## src/rtl/bomb_countdown.sv

```systemverilog
// Two-digit BCD countdown timer with a free-running one-second prescaler.
// Responder side of the bomb controller's counter interface.
module bomb_countdown #(
    parameter int CLKS_PER_SEC = 50_000_000
) (
    input  logic       clk,
    input  logic       resetN,
    input  logic       countLoadN,
    input  logic       countEnable,
    input  logic [7:0] loadValue,
    output logic       OneSecPulse,
    output logic [3:0] countTens,
    output logic [3:0] countOnes,
    output logic       timerEnd
);

    localparam int PRESC_W = $clog2(CLKS_PER_SEC);
    localparam logic [PRESC_W-1:0] PRESC_LAST = PRESC_W'(CLKS_PER_SEC - 1);

    // Controller interface: countLoadN low at an edge loads the digits and
    // restarts the prescaler (overriding everything else); countEnable gates
    // decrements on OneSecPulse; OneSecPulse/timerEnd flow back unconditionally.

    logic [PRESC_W-1:0] prescaler;
    logic               doDecrement;

    function automatic logic [3:0] sat9(input logic [3:0] nibble);
        return (nibble > 4'd9) ? 4'd9 : nibble;
    endfunction

    // Prescaler keeps running while paused so blink timing stays alive.
    always_ff @(posedge clk or negedge resetN) begin
        if (!resetN) begin
            prescaler   <= '0;
            OneSecPulse <= 1'b0;
        end else if (!countLoadN) begin
            prescaler   <= '0;
            OneSecPulse <= 1'b0;
        end else begin
            OneSecPulse <= (prescaler == PRESC_LAST);
            if (prescaler == PRESC_LAST)
                prescaler <= '0;
            else
                prescaler <= prescaler + 1'b1;
        end
    end

    assign timerEnd    = (countTens == 4'd0) && (countOnes == 4'd0);
    assign doDecrement = countEnable && OneSecPulse && !timerEnd;

    always_ff @(posedge clk or negedge resetN) begin
        if (!resetN) begin
            countTens <= 4'd0;
            countOnes <= 4'd0;
        end else if (!countLoadN) begin
            countTens <= sat9(loadValue[7:4]);
            countOnes <= sat9(loadValue[3:0]);
        end else if (doDecrement) begin
            if (countOnes == 4'd0) begin
                countOnes <= 4'd9;
                countTens <= countTens - 4'd1;
            end else begin
                countOnes <= countOnes - 4'd1;
            end
        end
    end

endmodule

```

## config.mk

```make
export PLATFORM = sky130hd
export DESIGN_NAME = bomb_countdown
export DESIGN_NICKNAME = d
export VERILOG_FILES = /design/src/rtl/bomb_countdown.sv
export SDC_FILE = /design/constraint.sdc
export NUM_CORES = 1
export LEC_CHECK = 0
export ABC_AREA = 1
export BUFFER_PORTS_ARGS = -buffer_cell sky130_fd_sc_hd__buf_2
export CAP_MARGIN = 20
export CORE_MARGIN = 2
export CORE_UTILIZATION = 35
export CTS_BUF_LIST = sky130_fd_sc_hd__clkbuf_4
export DETAILED_ROUTE_END_ITERATION = 6
export GPL_TIMING_DRIVEN = 0
export SETUP_SLACK_MARGIN = 0.2
export SYNTH_ARGS = -nofsm -noshare
export SYNTH_HDL_FRONTEND = slang
export SYNTH_SLANG_ARGS = --single-unit
export TNS_END_PERCENT = 10
```

## constraint.sdc

```tcl
create_clock -name clk -period 1.47 [get_ports clk]
set_input_delay 0.2205 -clock clk [delete_from_list [all_inputs] [get_ports clk]]
set_output_delay 0.2205 -clock clk [all_outputs]
set_load 0.05 [all_outputs]
```

* Word-level counts from Yosys, hierarchy flattened
Index checks and enable logic that the tools add are counted.
** Word-level totals
- Input bits :: 12
- Logic and storage cells :: 30
- Bits in registers :: 35
** Cells by class
- $lt $le $gt $ge :: 2
- Muxes and demuxes :: 11
- $add $sub $neg :: 3
- Equality and inequality tests :: 3
- Reductions and logical operators :: 7
** Operators with widths (number)
- two-way mux 26 bit :: 2
- two-way mux 4 bit :: 8
- adder 26 x 1 -> 26 bit, second input constant :: 1
- equality test 26 bit, second input constant :: 1
- greater-than comparator 4 bit, second input constant :: 2
- logical NOT 4 bit :: 2
- subtractor 4 x 1 -> 4 bit, second input constant :: 2
- != test 2 x 1 -> 1 bit, second input constant :: 2
- logical AND 1 bit :: 3
- AND reduction 2 bit :: 1
- logical NOT 1 bit :: 1
- two-way mux 1 bit :: 1

* Longest topological paths before layout
Gate-level depths: netlist of the first run.
- Depth after elaboration :: 6
- Depth in mapped cells :: 9

* Worst setup path after synthesis of the first run
No wires, ideal clock.
- Kind :: register to output
- From :: register countTens[0]
- To :: output port timerEnd
- Arrival time :: 1703 ps
- Cell stages (with the launch flop) :: 5
- Path buffers :: 0
- Path slack :: -454 ps
- Data required time :: 1250 ps
- Cell sequence :: dfrtp_1 inv_1 ha_1 nand3_1 nor2_1
** On the way
- Longest elaborated chain between the ends :: 2
** Ends and longest elaborated chain
- start: declaration :: RTL line 12 : output logic [3:0] countTens,
- start signal: assignment :: RTL line 56 : countTens <= sat9(loadValue[7:4]);
- start signal: assignment :: RTL line 61 : countTens <= countTens - 4'd1;
- logical NOT 4 bit :: RTL line 48 : assign timerEnd = (countTens == 4'd0) && (countOnes == 4'd0);
- logical AND 1 bit :: RTL line 48
- end: declaration :: RTL line 14 : output logic timerEnd
No other way between the ends.

* Worst setup path after layout of the first run
- From :: register countOnes[0]
- To :: output port timerEnd
** On the way
- Longest elaborated chain between the ends :: 2
** Ends and longest elaborated chain
- start: declaration :: RTL line 13 : output logic [3:0] countOnes,
- start signal: assignment :: RTL line 57 : countOnes <= sat9(loadValue[3:0]);
- start signal: assignment :: RTL line 63 : countOnes <= countOnes - 4'd1;
- logical NOT 4 bit :: RTL line 48
- logical AND 1 bit :: RTL line 48
No other way between the ends.

==> summary.md, run 1 <==
| Metric | Value |
|---|---|
| Slowest CP cell | dfrtp_2 |
| Vias in the first global route | 2,066 |
| Die area | 6980 um^2 |
| Yosys top cell by area | dfrtp_1 |
| Critical path buffers and inverters | 3 |
| Clk_lat worst skew | 0.34 ns |
| Syn nets | 331 |
| Pre-Repair DR Iteration Count | 4 |
| Number of flops mapped to enable cells by yosys | 0 |
| Slew Limit Fails | 0 |
| Status | finished, violations left |
| Post-synthesis async set-or-reset flop share | 1.00 |
| Chip Width | 83.5 um |
| F_max | 648 MHz |
| Slowest Stage Delay on Critical Path | 0.43 ns |
| Core region area | 6030 um^2 |
| Setup ws final | -0.0734 ns |
| Post-Syn Area | 2210 um^2 |
| Crit path time final | 1.54 ns |
| Synthesized instance count | 316 |
| # diodes | 0 |
| Largest net degree at the start of global routing | 36 |
| # nets final | 391 |
| Seq/Total Area, Yosys | 0.396 |
| Share of cells above drive strength 1 | 0.390 |
| Share of the synthesized area in the top cell type | 0.396 |
| Initial Util | 0.367 |
| Cell with the most instances after synthesis | nand2_1 |
| Critical path arrival | 1.32 ns |
| Max_cap viols | 0 |
| Pwr dens | 721 nW/um^2 |
| Global-route wire length before repair | 9400 um |
| Worst Skew | 0.0152 ns |
| Top post-synthesis cells by area | dfrtp_1, nand2_1, nor2_1, inv_1, nand3_1 |
| Failing checks | negative setup slack |
| Port Buffers | 21 |
| Top FF cell, synth | dfrtp_1 |
| Critical path class | flop to output pin |
| CTS Sinks | 35 |
| CTS tree | built |
| Final setup viols | 1 |
| Synth warn | 0 |
| Die Y-Extent | 83.5 um |
| P_leak | 1.35 nW |
| Gr usage total | 0.164 |
| Vias/cell | 4.82 |
| Area added between synthesis and finish | 38.3% |
| Final hold vios | 0 |
| Critical Path End Type | output pin |
| CTS Buffer Depth | 2 |
| Period utilisation layout | 1.05 |
| Placer Congestion | 0.858 |
| Peak supply drop | 460 uV |
| Initial antenna violation count | 0 |
| FP Rows | 28 |
| RSZ-0062 raised after global routing | true |
| Global route overflow | 0 |
| CP required | 1.25 ns |
| DR WL/cell | 12.4 um |
| DP HPWL | 3740 um |
| Crit-path most repeated cell | nor2_4 |
| Mean post-synth cell area | 7.00 um^2 |
| DR iter-0 viols | 108 |
| Netlist cell types | 28 |
| Synthesis-stage register bit count | 35 |
| Max_slew headroom | 0.487 |
| Crit path launch type | flop |
| Total CTS buffers | 5 |
| CTS root buffer | clkbuf_4 |
| Final ANT Viol Nets | 0 |
| Place WS | -0.222 ns |
| Commonest cells in the netlist | nand2_1, nor2_1, dfrtp_1 |
| Worst-margin pin slew | 0.770 ns |
| Clock Pin Slew Worst Setup and Hold Paths | 0.11 ns |
| Crit path cell chain | inv_2, nand2_4, nor2_4, inv_4, nor2_4, buf_6 |
| Top delay family on crit path | flip-flops |
| Final setup TNS | -0.0734 ns |
| Residual DRC | 0 |
| Worst Path Max Fanout | 3 |
| Routed via count | 2,179 |
| Routed wire length | 5580 um |
| Worst hold path class | input port to flop |
| # H-tree levels | 2 |
| Top-Level Pins | 22 |
-- cell families (layout without fill, tap and decap cells) --
| group | Yosys count | count (layout) | share of synthesized area |
|---|---|---|---|
| adders and majority gates | 3 | 3 | 0.0170 |
| xor gates and xnor gates | 10 | 10 | 0.0396 |
| and+or+nand+nor | 205 | 205 | 0.421 |
| DFF | 35 | 35 | 0.396 |
| AOI/OAI and AO/OA | 22 | 22 | 0.0554 |
| buffers and inverters | 41 | 102 | 0.0712 |
-- per-stage QoR --
| stage | cell area [um^2] | instances | hold WS (ns) | power, mW | util |
|---|---|---|---|---|---|
| 3_5_place_dp | 2470 | 412 | 0.355 | 1.49 | 0.410 |
| 3_3_place_gp | 2470 | 412 | 0.353 | 1.48 | 0.410 |
| 2_1_floorplan | 2270 | 316 | -0.0751 | 1.38 | - |
| 6_report | 3060 | 452 | 0.204 | 2.21 | 0.508 |
| 4_1_cts | 2850 | 436 | 0.200 | 2.18 | 0.473 |
| 5_1_grt | 3060 | 452 | 0.228 | 2.32 | 0.508 |
-- layout make-up --
cell class	instances	area [um^2]
Buffer	3	12.5
Clock buffer	7	52.6
Clock inverter	1	5.00
Fill cell	573	2960
Inverter	38	155
Multi-Input combinational cell	240	1430
Sequential cell	35	891
Tap cell	75	93.8
Timing Repair Buffer	53	422
-- report_power, final --
part	internal, mW	leakage [nW]	switching [mW]
Clock	0.224	0.0361	0.333
Combinational	0.239	0.854	0.366
Sequential	1.01	0.457	0.0376
-- metal layers --
| layer | up-vias | wire, um | global-route usage |
|---|---|---|---|
| met5 | - | 0 | 0 |
| met4 | 0 | 82 | 0.0513 |
| met3 | 7 | 206 | 0.0376 |
| met2 | 41 | 2760 | 0.286 |
| met1 | 1018 | 2540 | 0.202 |
| li1 | 1113 | - | - |
-- cells in the final DEF (no fill, tap or decap), types with 2 or more instances in the layout --
cell type and n:
a21oi_1 2, a31oi_1 2, buf_1 2, buf_2 17, buf_4 26, buf_6 5, buf_8 4, clkbuf_4 7
dfrtp_1 23, dfrtp_2 12, ha_4 2, inv_1 23, inv_2 11, inv_4 3, nand2_1 74, nand2_2 9
nand2_4 7, nand3_1 16, nand3_2 4, nand4_1 5, nor2_1 52, nor2_2 9, nor2_4 17, nor3_1 2
nor3_2 2, nor3b_1 3, o21ai_0 11, o21ai_1 2, xnor2_1 5, xnor2_2 2, xor2_1 3
-- worst paths after layout --
| kind | slack, ns | start | depth (start not counted) | end |
|---|---|---|---|---|
| min | 0.20 | loadValue[0] | 5 | countOnes[0] |
| min reg2reg | 0.56 | prescaler[6] | 1 | prescaler[6] |
| min in group asynchronous | 0.48 | resetN | 2 | countTens[2] |
| max reg2reg | 0.01 | prescaler[0] | 9 | prescaler[14] |
| max in group asynchronous | 0.44 | resetN | 2 | prescaler[2] |
| max | -0.07 | countOnes[0] | 6 | timerEnd |
-- repair_timing --
action                                  in CTS  in global routing
hold buffers                                 1                  0
endpoints found under the setup margin      32                 40
pin swaps                                   51                 21
setup buffers                               15                 16
endpoints found under the hold margin       35                  0
resized for setup                           55                 25
-- tightest hold or removal path: cells and delay by family --
family / cells / cell delay (ns)
buffers and inverters: 1 / 0.07
and+or+nand+nor: 4 / 0.22
-- registers in the layout, indices dropped and copies added, names as in the netlist --
signal / count
countTens: 4
countOnes: 4
OneSecPulse: 1
prescaler: 26
Power figures use the tool's default switching activity.
==> inputs of run 2 (changes only) <==
Settings changed: SETUP_SLACK_MARGIN 0.2 to 0.3.
==> run 2 against run 1 <==
The flow still finishes with violations (negative setup slack). Utilization grew 0.52 points. Worst hold slack gained 0.00062 ns. Combinational power grew 3%. Cell count grew 0.22%. Count of clock-buffer cells in the layout is the same. Critical path type unchanged.
==> summary.md, run 2 (same netlist as run 1, synthesis figures left out) <==
| Metric | Value |
|---|---|
| Global-route wire length before repair | 9420 um (+0.22%) |
| Worst Path Max Fanout | 2 (-1) |
| Routed wire length | 5640 um (+1.0%) |
| Worst Skew | 0.0134 ns (-0.00184 ns) |
| P_sw | 0.733 mW (-0.41%) |
| FP Rows | 28 (unchanged) |
| Period utilisation layout | 1.05 (-0.00264) |
| Crit path time final | 1.54 ns (-0.00389 ns) |
| Chip Width | 83.5 um (unchanged) |
| Worst-margin pin slew | 0.586 ns (-0.183 ns) |
| Status | finished, violations left |
| Most flops, register | prescaler |
| DP HPWL | 3740 um (unchanged) |
| Met3 WL | 209 um (+1.5%) |
| Gr usage total | 0.165 (+0.000416) |
| Max_cap viols | 0 (unchanged) |
| Clk_lat worst skew | 0.34 ns (about the same) |
| Met2 WL | 2750 um (-0.11%) |
| Top-Level Pins | 22 (unchanged) |
| Max reg flops | 26 (unchanged) |
| Crit path cell chain | inv_4, ha_4, nand3_4, nor2_4, buf_6 |
| Routed via count | 2,181 (+0.092%) |
| CP required | 1.25 ns (about the same) |
| Post-Route Utilization | 0.513 (+0.00519) |
| Share of cells above drive strength 1 | 0.392 (+0.00161) |
| Initial antenna violation count | 0 (unchanged) |
| Setup ws final | -0.0695 ns (+0.00389 ns) |
| Sequential share of power | 0.472 (-0.002) |
| Peak supply drop | 504 uV (+9.7%) |
| Fin area | 3090 um^2 (+1.0%) |
| CTS Buffer Depth | 2 (unchanged) |
| Slew Limit Fails | 0 (unchanged) |
| Dpl cell area | 2470 um^2 (unchanged) |
| # nets final | 392 (+0.26%) |
| Slowest CP cell | dfrtp_2 |
| Final setup TNS | -0.0795 ns (-0.00612 ns) |
| Flip-flop and latch area | 892 um^2 (+0.14%) |
| Port Buffers | 21 (unchanged) |
| Placer Congestion | 0.858 (unchanged) |
| Crit path launch type | flop |
| Core region area | 6030 um^2 (unchanged) |
| Die Y-Extent | 83.5 um (unchanged) |
| Internal | 1.49 mW (+1.5%) |
| CTS Sinks | 35 (unchanged) |
| Initial Util | 0.367 (unchanged) |
| Area added between synthesis and finish | 39.7% |
| Pwr dens | 720 nW/um^2 (-0.14%) |
| Final setup viols | 2 (+1) |
| Top delay family on crit path | flip-flops |
| Multi-input logic area | 1420 um^2 (-0.96%) |
| Residual DRC | 0 (unchanged) |
| F_max | 650 MHz (+0.25%) |
| Largest net degree at the start of global routing | 36 (unchanged) |
| Failing checks | negative setup slack |
| Comb pwr share | 0.279 (+0.005) |
| Critical path arrival | 1.32 ns (about the same) |
| Critical path buffers and inverters | 2 (-1) |
| Global route overflow | 0 (unchanged) |
| Clock Pin Slew Worst Setup and Hold Paths | 0.11 ns (about the same) |
| P_leak | 1.35 nW (+0.27%) |
| RSZ-0062 raised after global routing | true |
| Wl on met1 | 2590 um (+2.1%) |
| CTS root buffer | clkbuf_4 |
| # diodes | 0 (unchanged) |
| Pre-Repair DR Iteration Count | 4 (unchanged) |
| DR iter-0 viols | 93 (-14%) |
| # H-tree levels | 2 (unchanged) |
| Filler cells | 562 (-1.9%) |
| Clk pwr share | 0.249 (-0.003) |
| Total CTS buffers | 5 (unchanged) |
| Final hold vios | 0 (unchanged) |
| DR top layer | met4 |
| Vias in the first global route | 2,084 (+0.87%) |
| DR WL/cell | 12.5 um (+0.78%) |
| Slowest Stage Delay on Critical Path | 0.44 ns (about the same) |
| Commonest non-fill, non-tap cell in the layout | nand2_1 |
| Die area | 6980 um^2 (unchanged) |
| Final ANT Viol Nets | 0 (unchanged) |
| CTS tree | built |
| Sw frac | 0.329 (-0.00428) |
| Critical path class | flop to output pin |
| Max_slew headroom | 0.609 (+0.122) |
| Vias/cell | 4.81 (-0.13%) |
| Critical Path End Type | output pin |
| Worst hold path class | input port to flop |
| Commonest cells after routing, fill and taps aside | nand2_1, nor2_1, buf_4, inv_1, dfrtp_1 |
| Biggest regs | prescaler x26, countOnes x4, countTens x4 |
## run 2: final timing paths
kind                                   start       endpoint  slack (ns)  cells after the start
worst max-delay path            countTens[1]       timerEnd       -0.07                      5
worst min-delay path            loadValue[0]   countOnes[0]        0.20                      5
worst max register to register  prescaler[0]  prescaler[14]       -0.01                      7
worst min register to register  prescaler[6]   prescaler[6]        0.57                      1
max in group asynchronous             resetN   prescaler[2]        0.71                      2
min in group asynchronous             resetN   countTens[2]        0.39                      2
## run 2: final cells by class
| class | count | share of cell area |
|---|---|---|
| multi-input cells | 240 | 0.458 |
| flip-flops and latches | 35 | 0.288 |
| repair buffers | 54 | 0.151 |
| inverters | 38 | 0.0494 |
| well taps | 75 | 0.0303 |
| clock buffers | 7 | 0.0170 |
| plain buffers | 3 | 0.00405 |
| clock inverters | 1 | 0.00162 |
## run 2: per-stage QoR
step           total power [mW]  instances  worst slack (ns)  hold slack (ns)
3_3_place_gp               1.48        412            -0.203            0.353
4_1_cts                    2.20        436           -0.0849            0.200
5_1_grt                    2.34        453            -0.138            0.228
2_1_floorplan              1.38        316             0.113          -0.0751
6_report                   2.23        453           -0.0695            0.205
3_5_place_dp               1.49        412            -0.222            0.355
## run 2: what timing repair did
item	4_1_cts	5_1_grt
setup endpoints to repair	43	53
setup buffers	15	17
gates resized for setup	63	27
pin swaps	52	13
endpoints found under the hold margin	35	0
hold buffers	1	0
## run 2: worst min-delay path, stage by stage
cell,delay [ns]
buf_2,0.07
nor2_1,0.03
nand2_1,0.06
nand3_2,0.07
nand2_1,0.06
## run 2: power groups by stage
stage | clock [mW] | sequential (mW) | combinational, mW
floorplan | 0 | 1.18 | 0.194
global placement | 0 | 1.06 | 0.420
detailed placement | 0 | 1.07 | 0.427
CTS | 0.576 | 1.05 | 0.575
global route | 0.609 | 1.06 | 0.676
finish | 0.554 | 1.05 | 0.622
## run 2: routing by layer
metal  up-vias  GRT usage
li1       1106          -
met1      1024      0.202
met2        44      0.287
met3         7     0.0376
met4         0     0.0513
met5         -          0
==> inputs of run 3 (changes only) <==
Clock period 1.47 ns to 1.6 ns, I/O delays scaled along.
==> run 3 against run 2 <==
The run now ends clean. Clock skew increased by 0.0014 ns. Cell count fell by 1.8%. Largest cell class unchanged. Die area is the same. Clock power fell by 11%. Worst setup slack improved by 0.094 ns.
==> summary.md, run 3 (same netlist as run 1, synthesis figures left out) <==
| Metric | Value |
|---|---|
| Global route overflow | 0 (unchanged) |
| CP required | 1.36 ns (+0.11 ns) |
| Fin area | 3050 um^2 (-1.5%) |
| Vias in the first global route | 1,952 (-6.3%) |
| Crit path launch type | flop |
| Critical path arrival | 1.34 ns (+0.02 ns) |
| Share of cells above drive strength 1 | 0.403 (+0.0112) |
| CTS root buffer | clkbuf_4 |
| DR WL/cell | 12.9 um (+3.2%) |
| Most flops, register | prescaler |
| Clk_lat worst skew | 0.35 ns (about the same) |
| Commonest cells after routing, fill and taps aside | nand2_1, nor2_1, inv_1, dfrtp_1, buf_4 |
| Dpl cells | 412 (unchanged) |
| Status | completed |
| Initial Util | 0.367 (unchanged) |
| FP Rows | 28 (unchanged) |
| Placer Congestion | 0.869 (+1.3%) |
| CTS Buffer Depth | 2 (unchanged) |
| Place WS | -0.0752 ns (+0.147 ns) |
| Core region area | 6030 um^2 (unchanged) |
| # diodes | 0 (unchanged) |
| Routed via count | 2,142 (-1.8%) |
| Pre-Repair DR Iteration Count | 4 (unchanged) |
| Crit path cell chain | inv_2, nand2_2, nor2_4, inv_2, nor2_4, buf_6 |
| Final instance count without filler cells | 445 (-1.8%) |
| Max_cap viols | 0 (unchanged) |
| Initial antenna violation count | 0 (unchanged) |
| Commonest non-fill, non-tap cell in the layout | nand2_1 |
| Max reg flops | 26 (unchanged) |
| Period utilisation layout | 0.985 |
| Total CTS buffers | 5 (unchanged) |
| Worst hold path class | input port to flop |
| Area added between synthesis and finish | 37.6% |
| Routed wire length | 5720 um (+1.4%) |
| Slowest Stage Delay on Critical Path | 0.43 ns (about the same) |
| Max_slew headroom | 0.475 (-0.134) |
| Pwr dens | 656 nW/um^2 (-8.9%) |
| Global-route wire length before repair | 9090 um (-3.5%) |
| Gr usage total | 0.161 (-0.00413) |
| Final hold vios | 0 (unchanged) |
| Critical Path End Type | output pin |
| Setup ws final | 0.0244 ns (+0.0939 ns) |
| Dpl cell area | 2470 um^2 (-0.10%) |
| Port Buffers | 21 (unchanged) |
| Worst-margin pin slew | 0.787 ns (+0.200 ns) |
| Largest net degree at the start of global routing | 36 (unchanged) |
| Final setup viols | 0 (-2) |
| DR iter-0 viols | 80 (-14%) |
| F_max | 635 MHz |
| # nets final | 384 (-2.0%) |
| Final ANT Viol Nets | 0 (unchanged) |
| Vias/cell | 4.81 (about the same) |
| RSZ-0062 raised after global routing | true |
| # H-tree levels | 2 (unchanged) |
| Top delay family on crit path | flip-flops |
| Residual DRC | 0 (unchanged) |
| Clock Pin Slew Worst Setup and Hold Paths | 0.12 ns (about the same) |
| Chip Width | 83.5 um (unchanged) |
| Top-Level Pins | 22 (unchanged) |
| Die area | 6980 um^2 (unchanged) |
| Die Y-Extent | 83.5 um (unchanged) |
| Slowest CP cell | dfrtp_2 |
| P_leak | 1.34 nW (-0.86%) |
| Biggest regs | prescaler x26, countOnes x4, countTens x4 |
| Pwr Total | 2.00 mW (-10%) |
| CTS Sinks | 35 (unchanged) |
| Worst Path Max Fanout | 2 (unchanged) |
| CTS tree | built |
| Critical path class | flop to output pin |
| Peak supply drop | 410 uV (-19%) |
| Worst Skew | 0.0148 ns (+0.00139 ns) |
| Critical path buffers and inverters | 3 (+1) |
| DP HPWL | 3770 um (+0.79%) |
| Slew Limit Fails | 0 (unchanged) |
| Crit path time final | 1.58 ns |
## run 3: changes by cell type in the layout (fill, tap and decap cells not counted), sizes merged
cell,before,now
clkinv,2,3
buf,55,46
## run 3: final timing paths
check | start | to | slack (ns) | cells past startpoint
max in group asynchronous | resetN | countOnes[0] | 0.54 | 2
setup reg to reg | prescaler[0] | prescaler[3] | 0.09 | 8
setup / recovery | countOnes[2] | timerEnd | 0.02 | 6
hold reg to reg | prescaler[6] | prescaler[6] | 0.56 | 1
min in group asynchronous | resetN | countTens[3] | 0.50 | 2
hold / removal | loadValue[0] | countOnes[0] | 0.23 | 5
## run 3: layout make-up
cell class,instances,area [um^2]
fill,574,2980
multi-input combinational,240,1470
sequential,35,893
timing repair buffer,46,365
inverter,38,160
tap,75,93.8
clock buffer,6,45.0
buffer,3,12.5
clock inverter,2,7.51
## run 3: tightest hold or removal path, cell delays in order
cell and delay, ns:
buf_2 0.08, nor2_1 0.03, nand2_1 0.05, nand3_1 0.07, nand2_1 0.06
## run 3: stage by stage
stage | setup TNS (ns) | utilization | hold WS [ns]
2_1_floorplan | 0 | - | -0.0556
3_3_place_gp | -0.0656 | 0.409 | 0.369
3_5_place_dp | -0.0808 | 0.409 | 0.372
4_1_cts | 0 | 0.446 | 0.224
5_1_grt | -0.0654 | 0.506 | 0.235
6_report | 0 | 0.506 | 0.231
## run 3: timing repair
action,4_1_cts,5_1_grt
buffers inserted,14,10
hold buffers,1,0
setup endpoints to repair,28,41
resized for setup,11,93
pin swaps,6,52
hold endpoints to repair,19,0
## run 3: power breakdown
part	internal (mW)	switching [mW]	leakage, nW
clock network	0.180	0.315	0.0307
registers	0.926	0.0362	0.453
logic	0.209	0.332	0.855
total	1.32	0.683	1.34
## run 3: per-layer routing
metal	routed length, um	vias up	track usage
met2	2840	42	0.268
met3	232	9	0.0406
met1	2530	1003	0.208
met4	114	0	0.0440
met5	0	-	0
li1	-	1088	-
